File: src/rtl/imem_pkg.sv
// Shared types and constants for the instruction-memory boot controller.
// Latency: n/a (declarations only).
// Backpressure: n/a.
package imem_pkg;

  // Word-index width of the instruction memory (DEPTH = 2**IMEM_ADDR_W words)
  localparam int IMEM_ADDR_W = 7;

  // addi x0,x0,0 -- fed to the core while it is held off
  localparam logic [31:0] NOP_INSTR = 32'h0000_0013;

  typedef enum logic [1:0] {
    IDLE = 2'd0,
    LOAD = 2'd1,
    RUN  = 2'd2
  } state_e;

endpackage

File: src/rtl/ld_byte_packer.sv
// Packs a little-endian byte stream into 32-bit words for the memory write port.
// Latency: word strobe (wr_pend) asserts for one cycle, the cycle after the 4th byte.
// Backpressure: none; accepts one byte per cycle, even while a write is pending.
module ld_byte_packer (
  input  logic        clk,
  input  logic        rst_n,
  input  logic        clr,
  input  logic        byte_vld,
  input  logic [7:0]  byte_dat,
  output logic        wr_pend,
  output logic [31:0] wr_dat
);

  logic [1:0]  byte_cnt_q, byte_cnt_d;
  logic [23:0] part_q, part_d;   // bytes 0..2 of the word being assembled
  logic [31:0] wbuf_q, wbuf_d;   // completed word, held for its write cycle
  logic        wr_pend_q, wr_pend_d;

  // Byte placement; the 4th byte completes the word and raises a one-cycle write strobe
  always_comb begin
    byte_cnt_d = byte_cnt_q;
    part_d     = part_q;
    wbuf_d     = wbuf_q;
    wr_pend_d  = 1'b0;
    if (clr) begin
      byte_cnt_d = 2'd0;
    end else if (byte_vld) begin
      byte_cnt_d = byte_cnt_q + 2'd1;
      case (byte_cnt_q)
        2'd0:    part_d[7:0]   = byte_dat;
        2'd1:    part_d[15:8]  = byte_dat;
        2'd2:    part_d[23:16] = byte_dat;
        default: begin
          wbuf_d    = {byte_dat, part_q};
          wr_pend_d = 1'b1;
        end
      endcase
    end
  end

  // Packer state; reset drops any partial word so it is never written
  always_ff @(posedge clk or negedge rst_n) begin
    if (!rst_n) begin
      byte_cnt_q <= 2'd0;
      part_q     <= '0;
      wbuf_q     <= '0;
      wr_pend_q  <= 1'b0;
    end else begin
      byte_cnt_q <= byte_cnt_d;
      part_q     <= part_d;
      wbuf_q     <= wbuf_d;
      wr_pend_q  <= wr_pend_d;
    end
  end

  assign wr_pend = wr_pend_q;
  assign wr_dat  = wbuf_q;

endmodule

File: src/rtl/imem_boot_ctrl.sv
// Shares the instruction-memory port between a byte-stream boot loader and core fetch.
// Latency: fetch is combinational in RUN; each word is written the cycle after its 4th byte.
// Backpressure: loader sees ready only in LOAD; core is stalled (NOPs) outside RUN.
module imem_boot_ctrl
  import imem_pkg::*;
#(
  parameter int          ADDR_W  = IMEM_ADDR_W,
  parameter bit          BOOT_EN = 1'b1,
  parameter logic [31:0] NOP     = NOP_INSTR
) (
  input  logic              clk,
  input  logic              rst_n,
  input  logic              ld_start,
  input  logic [ADDR_W:0]   ld_len,
  input  logic [7:0]        ld_byte,
  input  logic              ld_byte_valid,
  output logic              ld_byte_ready,
  input  logic [31:0]       core_pc,
  output logic [31:0]       core_instr,
  output logic              core_stall,
  output logic [ADDR_W-1:0] mem_addr,
  output logic              mem_we,
  output logic [31:0]       mem_wdata,
  input  logic [31:0]       mem_rdata,
  output logic              boot_done,
  output logic              err
);

  localparam logic [ADDR_W:0] DEPTH     = {1'b1, {ADDR_W{1'b0}}};
  localparam state_e          RST_STATE = BOOT_EN ? IDLE : RUN;

  state_e          state_q, state_d;
  logic [ADDR_W:0] len_q, len_d;
  logic [ADDR_W:0] word_cnt_q, word_cnt_d;
  logic            boot_done_q, boot_done_d;
  logic            err_q, err_d;
  logic            start_acc, byte_acc, wr_pend;
  logic [31:0]     wbuf;
  logic            pc_hi_unused;

  // A start request is honoured only outside LOAD; bytes only inside it
  assign ld_byte_ready = (state_q == LOAD);
  assign byte_acc      = ld_byte_valid && ld_byte_ready;
  assign start_acc     = ld_start && (state_q != LOAD);

  ld_byte_packer u_packer (
    .clk      (clk),
    .rst_n    (rst_n),
    .clr      (start_acc),
    .byte_vld (byte_acc),
    .byte_dat (ld_byte),
    .wr_pend  (wr_pend),
    .wr_dat   (wbuf)
  );

  // Next state: length clamp on start, word counting, finish detection, sticky flags
  always_comb begin
    state_d     = state_q;
    len_d       = len_q;
    word_cnt_d  = word_cnt_q;
    boot_done_d = boot_done_q;
    err_d       = err_q;
    if (start_acc) begin
      word_cnt_d  = '0;
      boot_done_d = 1'b0;
      if (ld_len > DEPTH) begin
        len_d = DEPTH;
        err_d = 1'b1;
      end else begin
        len_d = ld_len;
      end
      if (ld_len == '0) begin
        state_d     = RUN;
        boot_done_d = 1'b1;
      end else begin
        state_d = LOAD;
      end
    end else if (state_q == LOAD) begin
      if (wr_pend) word_cnt_d = word_cnt_q + 1'b1;
      // Leave LOAD together with the final write so the core resumes the next cycle
      if (word_cnt_d == len_q) begin
        state_d     = RUN;
        boot_done_d = 1'b1;
      end
    end
    if ((state_q == RUN) && (core_pc[1:0] != 2'b00)) err_d = 1'b1;
  end

  // Control registers; reset abandons any load in progress
  always_ff @(posedge clk or negedge rst_n) begin
    if (!rst_n) begin
      state_q     <= RST_STATE;
      len_q       <= '0;
      word_cnt_q  <= '0;
      boot_done_q <= 1'b0;
      err_q       <= 1'b0;
    end else begin
      state_q     <= state_d;
      len_q       <= len_d;
      word_cnt_q  <= word_cnt_d;
      boot_done_q <= boot_done_d;
      err_q       <= err_d;
    end
  end

  // Port mux: a pending loader write owns the port, otherwise the core fetches
  assign mem_we     = wr_pend;
  assign mem_addr   = wr_pend ? word_cnt_q[ADDR_W-1:0] : core_pc[ADDR_W+1:2];
  assign mem_wdata  = wr_pend ? wbuf : '0;
  assign core_stall = (state_q != RUN);
  assign core_instr = core_stall ? NOP : mem_rdata;
  assign boot_done  = boot_done_q;
  assign err        = err_q;

  // Upper PC bits are outside the memory window
  assign pc_hi_unused = ^core_pc[31:ADDR_W+2];

endmodule

File: config.mk
export PLATFORM = sky130hd
export DESIGN_NAME = imem_boot_ctrl
export DESIGN_NICKNAME = d
export VERILOG_FILES = /design/src/rtl/imem_pkg.sv /design/src/rtl/ld_byte_packer.sv /design/src/rtl/imem_boot_ctrl.sv
export SDC_FILE = /design/constraint.sdc
export NUM_CORES = 1
export LEC_CHECK = 0
export BUFFER_PORTS_ARGS = -buffer_cell sky130_fd_sc_hd__buf_2
export CORE_MARGIN = 4
export CORE_UTILIZATION = 52
export DETAILED_ROUTE_END_ITERATION = 12
export GPL_TIMING_DRIVEN = 0
export PLACE_DENSITY = 0.83
export SETUP_SLACK_MARGIN = 0.5
export SLEW_MARGIN = 20
export SYNTH_ARGS = -nofsm -noshare
export SYNTH_HDL_FRONTEND = slang
export SYNTH_SLANG_ARGS = --single-unit
File: constraint.sdc
create_clock -name clk -period 6 [get_ports clk]
set_input_delay 0.6 -clock clk [delete_from_list [all_inputs] [get_ports clk]]
set_output_delay 0.6 -clock clk [all_outputs]
set_load 0.05 [all_outputs]
After elaboration in Yosys (flattened, before gate mapping):

Index checks and enable logic that the tools add are counted.

* register bits: 79

* add/subtract/negate cells: 2
* order comparisons: 1
* equality and inequality tests: 7
* mux-type cells: 25
* bitwise logic cells: 2
* reduce and logical (&&, ||, !) cells: 18

Operator list (count)
* 32-bit two-way mux: 2
* 8-bit two-way mux: 6
* 2-bit two-way mux: 6
* 3-bit AND reduction: 4
* 2-bit nonzero test: 6
* 1-bit two-way mux: 10
* 8-bit by 1-bit adder with 8-bit output, second input constant: 1
* 8-bit == test: 1
* 8-bit > comparator, second input constant: 1
* 8-bit logical NOT: 1
* 7-bit two-way mux: 1
* 2-bit by 1-bit == test with 1-bit output, second input constant: 2
* 2-bit == test, second input constant: 2
* 2-bit AND reduction: 2
* 1-bit logical AND: 3
* 3-bit OR reduction: 1
* 2-bit by 1-bit adder with 2-bit output, second input constant: 1
* 2-bit logical NOT: 1
* 2-bit by 1-bit != test with 1-bit output, second input constant: 1
* 2-bit != test, second input constant: 1
* 1-bit NOT: 2

Longest topological paths before layout:

* word-level depth: 8
* depth in mapped cells: 7

Hierarchy:

Synthesis repeated with hierarchy kept, for this count alone.

* cell total of the unflattened synthesis: 355
* area, all modules: 4111.4 um^2

Modules (own cells, without submodules)
* ld_byte_packer: times used 1, cells an instance 134, area an instance 2398.6 um^2
* imem_boot_ctrl: times used 1, cells an instance 221, area an instance 1712.9 um^2

Worst setup path before layout:

OpenSTA, ideal clock, no wires.

* kind: register to output
* from: register u_packer.wr_pend_q (netlist: u_packer.wr_pend)
* to: output port mem_addr[2]
* data arrival time: 1916 ps
* required time: 5400 ps
* path slack: 3484 ps
* stages on the path, launching flop included: 5
* path through: dfrtp_1 buf_4 clkbuf_1 buf_1 mux2_2

* word-level cells in the longest chain between the ends: 1

Ends and longest elaborated chain
* start, declared: RTL line ld_byte_packer.sv:17 `logic wr_pend_q, wr_pend_d;`
* start signal, assigned: RTL line ld_byte_packer.sv:52 `wr_pend_q <= wr_pend_d;`
* 7-bit two-way mux: RTL line imem_boot_ctrl.sv:108 `assign mem_addr = wr_pend ? word_cnt_q[ADDR_W-1:0] : core_pc[ADDR_W+1:2];`
* end, declared: RTL line imem_boot_ctrl.sv:21 `output logic [ADDR_W-1:0] mem_addr,`

Every way passes these cells.

Worst setup path after layout:

* from: register u_packer.wr_pend_q (netlist: u_packer.wr_pend)
* to: output port mem_addr[4]

The elaborated chain is that of the path after synthesis.

==> results.py <==
metrics = {
    "outcome": {
        "status": "complete, no violations",
    },
    "clocking": {
        "h_tree_depth": 3,
        "post_cts.resized_instances": 0,
        "root_buffer": "sky130_fd_sc_hd__clkbuf_8",
        "clkTransAtPathRegs_ns": 0.08,
        "numCtsBuffers": 9,
        "cts_hold_buffers": 0,
        "tritoncts": "yes",
        "clock_sink_count": 78,
        "cts_max_path_buffers": 2,
        "post-cts-setup-buffers": 0,
        "insertion_delay_ns": 0.36,
    },
    "layout": {
        "insertedDiodeCount": 0,
        "post_route_cells_drive_above_1_share_pct": 44.8,
        "finish.net_count": 593,
        "syn_to_final_growth_pct": 27.3,
        "design_area_mm2": 0.00504,
        "finish.cell_count_without_fillers": 608,
    },
    "place": {
        "port_buffers": 136,
        "postPlaceCellArea_mm2": 0.00479,
        "placer_congestion_estimate": 0.861,
        "numPlacedInstances": 592,
        "place_hpwl_mm": 7.41,
    },
    "synth": {
        "synth_sequential_area_ratio_pct": 49.3,
        "syn_avg_cell_area_um2": 11.1,
        "count_of_flip_flops_with_a_built_in_enable_after_synthesis": 0,
        "netlist_area_mm2": 0.00396,
        "async_reset_ff_share_pct": 100,
        "yosys_register_bits": 78,
        "netlist-cell-type-count": 51,
        "post_synthesis_net_count": 445,
        "yosys_warnings": 0,
        "synth_cells": 356,
        "postSynth.topFlopCell": "sky130_fd_sc_hd__dfrtp_1",
    },
    "timing": {
        "setup_tns_ns": 0,
        "timing.final.hold_violations": 0,
        "grt_setup_unrepaired": "no",
        "maxSlewViolCount": 0,
        "clock-skew-final_ns": 0.0122,
        "max_freq_ghz": 0.336,
        "maxSlewHeadroom_pct": 63.3,
        "setup-violations-final": 0,
        "measured_slew_at_the_worst_slew_check_pin_ns": 0.550,
        "final_critical_delay_including_setup_and_external_delays_ns": 2.98,
        "whs_ns": 0.234,
        "finalCritPeriodShare_pct": 49.6,
    },
    "setup_path": {
        "endpoint_kind": "output port",
        "timing.critical_path.arrival_ns": 2.38,
        "timing.critical_path.fanout_max": 10,
        "cp_data_required_time_ns": 5.40,
        "timing.setup.critical_path_class": "reg -> out",
        "worstSetupStartpointType": "flop",
        "r2r_setup_slack_ns": 3.76,
    },
    "detailed_routing": {
        "drt-pass1-iter-count": 4,
        "drt-vias-per-instance": 5.32,
        "routed_wirelength_mm": 9.71,
        "initialDrtViolationCount": 110,
        "drcViolationCount": 0,
        "detail-route-antenna-nets": 0,
        "avgRoutedWirePerCell_um": 16.0,
        "vias": 3234,
    },
    "global_route": {
        "vias_in_the_first_global_route": 3358,
        "grt_start_max_net_pins": 45,
        "antenna_found_initial": 0,
        "global_route.usage.total_pct": 22.6,
        "grt_first_pass_wirelength_mm": 15.7,
        "grt_remaining_overflow": 0,
    },
    "power": {
        "worst_vdd_rail_ir_drop_uv": 203,
        "power_density_mw_per_mm2": 426,
        "power_leakage_nw": 2.55,
    },
    "min_path": {
        "worst_hold_check_path_type": "in -> async",
    },
    "run": {
        "max_cap_violations": 0,
    },
    "die": {
        "number_of_placement_rows": 31,
        "die_area_mm2": 0.00908,
        "chipHeight_um": 95.3,
        "die_span_in_x_um": 95.3,
        "core_area_mm2": 0.00733,
        "ioPinCount": 160,
        "initial_core_util_pct": 54.0,
    },
}
[layout by cell type, fill, tap and decap left out, types with 4 or more instances in the layout]
| cell type | count |
|---|---|
| sky130_fd_sc_hd__and2_1 | 63 |
| sky130_fd_sc_hd__dfrtp_1 | 78 |
| sky130_fd_sc_hd__inv_1 | 9 |
| sky130_fd_sc_hd__mux2_2 | 63 |
| sky130_fd_sc_hd__nor2_1 | 7 |
| sky130_fd_sc_hd__o22ai_1 | 4 |
| sky130_fd_sc_hd__nand4_1 | 5 |
| sky130_fd_sc_hd__ha_1 | 5 |
| sky130_fd_sc_hd__buf_2 | 139 |
| sky130_fd_sc_hd__o21ai_0 | 10 |
| sky130_fd_sc_hd__nand2_1 | 28 |
| sky130_fd_sc_hd__clkbuf_8 | 11 |
| sky130_fd_sc_hd__nand2b_1 | 10 |
| sky130_fd_sc_hd__clkbuf_1 | 10 |
| sky130_fd_sc_hd__a21oi_1 | 8 |
[logic make-up (layout without fill, tap and decap cells)]
group	count (synthesis)	in the layout	share of synthesized area, %
DFF	78	78	49.3
xor gates and xnor gates	6	6	1.33
and+or+nand+nor	130	130	18.7
buffers and inverters	28	181	3.41
muxes	65	65	18.4
adders and majority gates	5	5	1.58
AOI/OAI and AO/OA	44	44	7.30
[registers in the layout, summed over array words and instances (netlist names)]
register             cells
err                      1
len_q                    8
state_q                  2
u_packer.byte_cnt_q      2
u_packer.part_q         24
u_packer.wr_dat         32
u_packer.wr_pend         1
word_cnt_q               8
[synthesized netlist by cell type, drive strengths merged (4+ instances only)]
| library cell | number | share of area, % |
|---|---|---|
| o21ai | 11 | 1.4 |
| o22ai | 4 | 0.63 |
| buf | 8 | 1.3 |
| nor2 | 7 | 0.66 |
| ha | 5 | 1.6 |
| inv | 9 | 0.85 |
| clkbuf | 11 | 1.3 |
| nand4 | 5 | 0.79 |
| and2 | 63 | 10 |
| mux2 | 63 | 18 |
| nand2 | 28 | 2.7 |
| dfrtp | 78 | 49 |
| a21oi | 8 | 1.0 |
| nand2b | 10 | 1.6 |
[critical path: stages, from the launching register on]
cell	delay (ns)
sky130_fd_sc_hd__dfrtp_1	0.38
sky130_fd_sc_hd__buf_4	0.17
sky130_fd_sc_hd__clkbuf_1	0.44
sky130_fd_sc_hd__buf_1	0.43
sky130_fd_sc_hd__mux2_2	0.40
sky130_fd_sc_hd__buf_2	0.21
[layer usage]
| metal | part of all wire [%] | GRT usage (%) | vias to the layer above |
|---|---|---|---|
| li1 | - | - | 1527 |
| met1 | 40 | 27.6 | 1573 |
| met2 | 52 | 40.0 | 121 |
| met3 | 6.7 | 4.66 | 13 |
| met4 | 1.4 | 7.33 | 0 |
| met5 | 0 | 0 | - |
[path summary, 6_finish.rpt]
| path | startpoint | to | cells after the start |
|---|---|---|---|
| min reg2reg | err$_DFFE_PN0P_ | err$_DFFE_PN0P_ | 1 |
| max in group asynchronous | rst_n | state_q[0]$_DFFE_PN0P_ | 2 |
| min in group clk | err$_DFFE_PN0P_ | err$_DFFE_PN0P_ | 1 |
| max reg2reg | word_cnt_q[0]$_DFFE_PN0P_ | state_q[0]$_DFFE_PN0P_ | 6 |
| min | rst_n | len_q[4]$_DFFE_PN0P_ | 1 |
| max | u_packer.wr_pend$_DFF_PN0_ | mem_addr[4] | 5 |
[where the power goes]
part	total [mW]	switching (mW)	internal (mW)
Clock	0.489	0.198	0.291
Combinational	0.766	0.426	0.340
Sequential	0.894	0.139	0.755
[cell type report]
class | count | area (um2)
plain buffers | 19 | 101
clock buffers | 10 | 138
clock inverters | 6 | 118
fillers | 566 | 2290
inverters | 9 | 33.8
multi-input cells | 250 | 1870
flip-flops and latches | 78 | 1950
well taps | 99 | 124
repair buffers | 137 | 703
[through the flow]
stage	total power [mW]	worst slack [ns]	util, %
3_3_place_gp	1.61	3.44	65.0
2_1_floorplan	1.45	3.48	-
5_1_grt	2.28	2.92	68.8
4_1_cts	2.16	3.01	68.8
3_5_place_dp	1.67	3.42	65.3
6_report	2.15	3.02	68.8
No activity file was read; power rests on OpenSTA's default activity.
